<file path="src/rtl/sphere_stream_reader.sv">
// sphere_stream_reader: reads wide lines from an upstream line RAM and
// streams each one out as four fixed-width sphere records {r, z, y, x}
// over a valid/ready handshake. Each line takes RD (address), CAP (capture
// the read data), then one EMIT cycle per record. A level start is
// consumed once; DONE waits for start to drop before returning to IDLE.
// Optional feature macro: RADIUS_FILTER_EN -- records whose r field is zero
// are dropped: they spend one cycle with rec_valid low, then the slot
// advances without a transfer and without counting.
module sphere_stream_reader #(
  parameter int CACHE_WIDTH = 512,
  parameter int REC_W       = 128,
  parameter int ADDR_W      = 32
) (
  input  logic                   clk,
  input  logic                   reset_n,
  input  logic                   start,
  input  logic [31:0]            line_cnt,
  output logic [ADDR_W-1:0]      mem_rd_addr,
  input  logic [CACHE_WIDTH-1:0] mem_rd_data,
  output logic [REC_W-1:0]       rec_data,
  output logic                   rec_valid,
  input  logic                   rec_ready,
  output logic                   rec_last,
  output logic [31:0]            rec_count,
  output logic                   done
);

  localparam int SLOTS  = CACHE_WIDTH / REC_W;
  localparam int SLOT_W = (SLOTS > 1) ? $clog2(SLOTS) : 1;
  localparam logic [SLOT_W-1:0] LAST_SLOT = SLOT_W'(SLOTS - 1);

  typedef enum logic [2:0] {IDLE, RD, CAP, EMIT, DONE} state_t;

  state_t                 state_q, state_d;
  logic [31:0]            lim_q, lim_d;
  logic [31:0]            line_idx_q, line_idx_d;
  logic [SLOT_W-1:0]      slot_q, slot_d;
  logic [31:0]            rec_count_q, rec_count_d;
  logic [CACHE_WIDTH-1:0] line_buf_q, line_buf_d;

  logic [REC_W-1:0] cur_rec;
  logic             skip;
  logic             valid;
  logic             xfer;
  logic             advance;
  logic             last_line;

  // Current record and handshake qualifiers.
  always_comb begin
    cur_rec = line_buf_q[REC_W*slot_q +: REC_W];
`ifdef RADIUS_FILTER_EN
    skip = (state_q == EMIT) && (cur_rec[REC_W-1 -: 32] == 32'd0);
`else
    skip = 1'b0;
`endif
    valid     = (state_q == EMIT) && !skip;
    xfer      = valid && rec_ready;
    advance   = xfer || skip;
    last_line = (line_idx_q + 32'd1) == lim_q;
  end

  // Next-state and datapath updates.
  // NOTE: every signal gets a default before the case so no path leaves one
  // unassigned; an unassigned path in always_comb would infer a latch.
  always_comb begin
    state_d     = state_q;
    lim_d       = lim_q;
    line_idx_d  = line_idx_q;
    slot_d      = slot_q;
    rec_count_d = rec_count_q;
    line_buf_d  = line_buf_q;
    unique case (state_q)
      IDLE: begin
        if (start) begin
          lim_d       = line_cnt;
          line_idx_d  = '0;
          slot_d      = '0;
          rec_count_d = '0;
          state_d     = (line_cnt == 32'd0) ? DONE : RD;
        end
      end
      RD: state_d = CAP;
      CAP: begin
        line_buf_d = mem_rd_data;
        slot_d     = '0;
        state_d    = EMIT;
      end
      EMIT: begin
        if (xfer) rec_count_d = rec_count_q + 32'd1;
        if (advance) begin
          if (slot_q == LAST_SLOT) begin
            line_idx_d = line_idx_q + 32'd1;
            state_d    = last_line ? DONE : RD;
          end else begin
            slot_d = slot_q + SLOT_W'(1);
          end
        end
      end
      DONE: if (!start) state_d = IDLE;
      default: state_d = IDLE;
    endcase
  end

  // State and datapath registers with asynchronous clear.
  // NOTE: line_buf is a flip-flop line buffer, not a RAM macro, so clearing
  // it on reset is legal and keeps rec_data at zero while reset is held.
  // Sequential state uses non-blocking assignments so every register sees
  // the pre-edge values of the others.
  always_ff @(posedge clk or negedge reset_n) begin
    if (!reset_n) begin
      state_q     <= IDLE;
      lim_q       <= '0;
      line_idx_q  <= '0;
      slot_q      <= '0;
      rec_count_q <= '0;
      line_buf_q  <= '0;
    end else begin
      state_q     <= state_d;
      lim_q       <= lim_d;
      line_idx_q  <= line_idx_d;
      slot_q      <= slot_d;
      rec_count_q <= rec_count_d;
      line_buf_q  <= line_buf_d;
    end
  end

  // Output decode straight from the registers.
  always_comb begin
    mem_rd_addr = ADDR_W'(line_idx_q);
    rec_data    = (state_q == EMIT) ? cur_rec : '0;
    rec_valid   = valid;
    rec_last    = valid && (slot_q == LAST_SLOT) && (line_idx_q == lim_q - 32'd1);
    rec_count   = rec_count_q;
    done        = (state_q == DONE);
  end

endmodule
</file>
<file path="config.mk">
export PLATFORM = sky130hd
export DESIGN_NAME = sphere_stream_reader
export DESIGN_NICKNAME = d
export VERILOG_FILES = /design/src/rtl/sphere_stream_reader.sv
export SDC_FILE = /design/constraint.sdc
export NUM_CORES = 1
export LEC_CHECK = 0
export BUFFER_PORTS_ARGS = -buffer_cell sky130_fd_sc_hd__buf_4
export CAP_MARGIN = 10
export CORE_AREA = 5 5 283 285
export DETAILED_ROUTE_END_ITERATION = 8
export DIE_AREA = 0 0 288 290
export GPL_ROUTABILITY_DRIVEN = 0
export PLACE_DENSITY_LB_ADDON = 0.05
export SETUP_SLACK_MARGIN = 0.15
export SYNTH_ARGS = -nofsm -noshare
export SYNTH_HDL_FRONTEND = slang
export SYNTH_SLANG_ARGS = --single-unit
</file>
<file path="constraint.sdc">
create_clock -name clk -period 4.1 [get_ports clk]
set_input_delay 0.82 -clock clk [delete_from_list [all_inputs] [get_ports clk]]
set_output_delay 0.82 -clock clk [all_outputs]
set_load 0.1 [all_outputs]
</file>
## After elaboration in Yosys (flattened, before gate mapping)

Cells that the tools add are included.

- Bits in registers: 613
- Bits in latches: 0
- Bits in writable memories: 0
- ROM bits: 0
- Input bits: 548
- Output and inout port bits: 195
- Word-level logic and storage cells: 53
- Memories: 0

- $add $sub $neg: 4
- $mul: 0
- Div/mod/pow operators: 0
- Magnitude comparators: 0
- Equal/unequal tests: 12
- Shifts and indexed selects: 1
- Mux-type cells: 18
- Bitwise operators: 0
- Reductions and logical operators: 12

Operators with widths:

| kind | count |
|---|---|
| $shiftx 512x10->128 | 1 |
| $mux 128 | 1 |
| $mux 32 | 4 |
| $pmux 32 s2 | 2 |
| $add 32x1->32 const B | 2 |
| $eq 32x32->1 | 2 |
| $logic_not 32->1 | 1 |
| $sub 32x1->32 const B | 1 |
| $mux 3 | 6 |
| $pmux 3 s5 | 1 |
| $reduce_and 4->1 | 3 |
| $eq 3x2->1 const B | 2 |
| $mux 2 | 3 |
| $ne 2x2->1 const B | 3 |
| $pmux 2 s3 | 1 |
| $ne 2x1->1 const B | 2 |
| $eq 3x1->1 const B | 1 |
| $eq 3x3->1 const B | 1 |
| $logic_and 1x1->1 | 3 |
| $logic_not 3->1 | 1 |
| $reduce_and 3->1 | 1 |
| $reduce_bool 3->1 | 1 |
| $add 2x1->2 const B | 1 |
| $eq 2x2->1 const B | 1 |
| other kinds (2) | 2 |

## Depth between registers and ports, before layout

- Depth after elaboration: 6
- Gate-level depth with buffers: 10
- Depth with buffers taken out: 9

## Worst setup path before layout

OpenSTA, ideal clock, no wires.

- Path type: register -> output
- From: register line_idx_q[3] (netlist: mem_rd_addr[3])
- To: output port rec_last
- Data arrival time: 4763 ps
- Required time: 3280 ps
- Setup slack: -1483 ps
- Cell stages (with the launch flop): 9
- Path buffers: 1
- Path through: dfrtp_1 -> buf_2 -> xnor2_1 -> a31oi_1 -> a2111oi_4 -> nand4_1 -> or4_1 -> or4_1 -> nor4_2

- Word-level cells in the longest chain between the ends: 2

RTL lines:

| element | line | source |
|---|---|---|
| from (decl) | 36 | `logic [31:0] line_idx_q, line_idx_d;` |
| from (signal assigned) | 120 | `line_idx_q <= line_idx_d;` |
| $eq 32x32->1 | 132 | `rec_last = valid && (slot_q == LAST_SLOT) && (line_idx_q == lim_q - 32'd1);` |
| $logic_and 1x1->1 | 132 |  |
| to (decl) | 23 | `output logic rec_last,` |

No other way between the ends.

## Final worst setup path

- From: register lim_q[1]
- To: output port rec_last

- Word-level cells in the longest chain between the ends: 3

RTL lines:

| element | line | source |
|---|---|---|
| from (decl) | 35 | `logic [31:0] lim_q, lim_d;` |
| from (signal assigned) | 119 | `lim_q <= lim_d;` |
| $sub 32x1->32 | 132 |  |
| $eq 32x32->1 | 132 |  |
| $logic_and 1x1->1 | 132 |  |

No other way between the ends.

==> PnR_summary.wiki <==
{| class="wikitable"
! Metric !! Value
|-
| Detailed-router iteration count before antenna repair || 5
|-
| Top flip-flop cell by instance count after synthesis || dfrtp_1
|-
| Post-Syn Nets || roughly 2700
|-
| Final setup violation count || 1
|-
| Vias after detailed routing || between 20000 and 25000
|-
| Share of cells above drive strength 1 || 0.553
|-
| Avg Synthesized Cell Area || 13.6 um^2
|-
| Buffering stage count on the worst path with inverters included || 2
|-
| Fraction of the cycle the final worst path needs || 1.10
|-
| Library cells used by synthesis || 74
|-
| Sum of routed wire length over all layers || 100 mm
|-
| Die area || roughly 0.084 mm^2
|-
| Die outline height || a little under 300 um
|-
| Slew margin rel. || 0.250
|-
| Achievable frequency || roughly 220 MHz
|-
| Most frequent cells in the layout || buf_4, dfrtp_1, mux2_2, nor2b_1, mux4_2
|-
| Clock buffers created by TritonCTS || 74
|-
| DPL Wire Length || approximately 75 mm
|-
| TritonCTS clock tree || yes
|-
| Number of clock sinks || between 600 and 700
|-
| Leading cell type in the layout, fill and taps excluded || buf_4
|-
| Number of max-cap violations || 0
|-
| Type of the worst setup path || reg -> out
|-
| Starting density of the core || 0.383
|-
| Setup WS post-layout || -408 ps
|-
| Number of warnings printed during yosys synthesis || 0
|-
| Via count normalized by instance count || around 5.3
|-
| Root Buffer || clkbuf_16
|-
| Class of the tightest hold or removal check || in -> async
|-
| Gate count of the mapped netlist || 2166
|-
| Drt wl/cell || ~25 um
|-
| Die span in x || around 290 um
|-
| Critical Path End Type || output port
|-
| Minimum clock period after layout || 4510 ps
|-
| Unrepaired setup endpoints after global routing || yes
|-
| GRT overflow || 0
|-
| Run status || finished with violations
|-
| CTS H-tree lvls || 3
|-
| DRC violation total after the first TritonRoute iteration || approximately 1200
|-
| Cts-stage hold buffer count || 0
|-
| Critical Path RT || ~3300 ps
|-
| Final core occ || 0.508
|-
| Synthesized cell area || 0.0295 mm^2
|-
| Worst Clk Skew || slightly below 30 ps
|-
| Post-synthesis sequential area ratio || 0.520
|-
| Core Region || just under 0.08 mm^2
|-
| Final number of max-transition violations || 0
|-
| Antenna violations before repair || 32
|-
| Slew at the pin closest to its max-slew limit || 1120 ps
|-
| Remaining number of nets flagged by the antenna check after routing || 0
|-
| Port Buffers || about 740
|-
| #FFs+latches synth || 613
|-
| Wire length of the first global-routing pass || approximately 150 mm
|-
| Crit start category || register
|-
| Via count of the first global-routing pass || 23200
|-
| Clock transition at path regs || around 60 ps
|-
| Largest net degree at the start of global routing || 132
|-
| Data arrival, critical path || ~3700 ps
|-
| Global router's overall resource usage || 0.235
|-
| Crit path max-delay cell type || or4b_4
|-
| Worst stage delay on the critical path || between 500 and 600 ps
|-
| Fraction of registers with async set/reset || 1.00
|-
| Count of unresolved DRC violations after routing || 0
|-
| Max FO, Critical Path || 4
|-
| Layout-stage area growth over the synthesis result || 32.7%
|-
| Clock network latency to the later pin of the worst-skew pair || between 600 and 700 ps
|-
| Clock Path Buffers || 3
|-
| Crit path max-delay family || simple AND/OR/NAND/NOR gates
|-
| Cell Rows || roughly 100
|-
| Ordered list of cells on the worst path || inv_2, ha_4, or4b_4, or3_4, o21ai_2, nand4_1, or4_1, or4_4, nor4_4, buf_6
|-
| Net count reported at finish || 3462
|-
| Boundary Pins || approximately 740
|-
| Count of flip-flops with a built-in enable after synthesis || 0
|-
| Failing checks || setup timing
|-
| Final Hold Fails || 0
|}
## layout make-up
| type | count | area (um^2) |
|---|---|---|
| fillers | 6903 | 38000 |
| flip-flops and latches | 613 | 15400 |
| multi-input cells | 1390 | 13600 |
| repair buffers | 817 | 6370 |
| clock buffers | 116 | 2200 |
| well taps | 1040 | 1300 |
| clock inverters | 18 | 188 |
| diodes | 22 | 55.1 |
| inverters | 14 | 52.6 |
## worst paths after layout
check	from	endpoint	slack, ps	cells after the start
setup / recovery	lim_q[1]	rec_last	-410	10
hold / removal	reset_n	lim_q[7]	190	1
setup reg to reg	mem_rd_addr[0]	state_q[0]	440	9
hold reg to reg	line_buf_q[413]	line_buf_q[413]	500	1
max in group asynchronous	reset_n	line_buf_q[26]	2780	2
min in group clk	mem_rd_data[380]	line_buf_q[380]	440	2
## synthesized netlist by cell type, types with 14 or more instances
library cell    n  area share
o21ai_0        60       0.010
clkbuf_1      111       0.014
buf_2          14      0.0024
a21oi_1        19      0.0032
xnor2_1        49       0.015
mux4_2        128       0.098
nand2_1        59      0.0075
nor2b_1       137       0.029
nand3_1        41      0.0070
inv_1          14      0.0018
nor3_1         19      0.0032
mux2_2        542        0.21
nor2_1         83       0.011
xor2_1         41       0.012
nand4_1        25      0.0053
dfrtp_1       613        0.52
buf_1          21      0.0027
or3_1          14      0.0030
nor4_1         31      0.0066
## layer usage
| layer | wire length (um) | up-vias | part of all wire | track usage |
|---|---|---|---|---|
| met5 | 134 | - | 0.0013 | 0 |
| met4 | 2930 | 20 | 0.029 | 0.0728 |
| met3 | 7650 | 153 | 0.076 | 0.0746 |
| met2 | 52800 | 626 | 0.53 | 0.418 |
| met1 | 36800 | 11000 | 0.37 | 0.270 |
| li1 | - | 9456 | - | - |
## metrics by stage
stage / cell area, um^2 / setup WS [ps] / hold WS, ps / setup TNS, ps / instances
4_1_cts: 39000 / -490 / 287 / -490 / 4008
3_3_place_gp: 36600 / -24.4 / 485 / -24.4 / 3874
6_report: 39100 / -408 / 194 / -408 / 4030
2_1_floorplan: 29500 / -472 / 475 / -472 / 2166
5_1_grt: 39100 / -528 / 258 / -528 / 4022
3_5_place_dp: 36600 / -0.234 / 491 / -0.234 / 3874
## sequential cells by signal, summed over array words and instances (netlist names)
name,count
line_buf_q,512
state_q,3
mem_rd_addr,32
rec_count,32
slot_q,2
lim_q,32
## what timing repair did
action / in CTS / in global routing
buffers inserted: 0 / 0
setup endpoints to repair: 95 / 7
resized for setup: 12 / 9
pin swaps: 1 / 1
## cells by family after synthesis
logic type / share of synthesized area
simple gates: 0.0916
flops: 0.520
fa+ha+maj: 0.00170
compound gates: 0.0308
mux: 0.306
buf+inv: 0.0221
xor+xnor: 0.0273
Power is not shown: default switching activity piles up to over one toggle a cycle in this logic, so the estimate is an artifact.
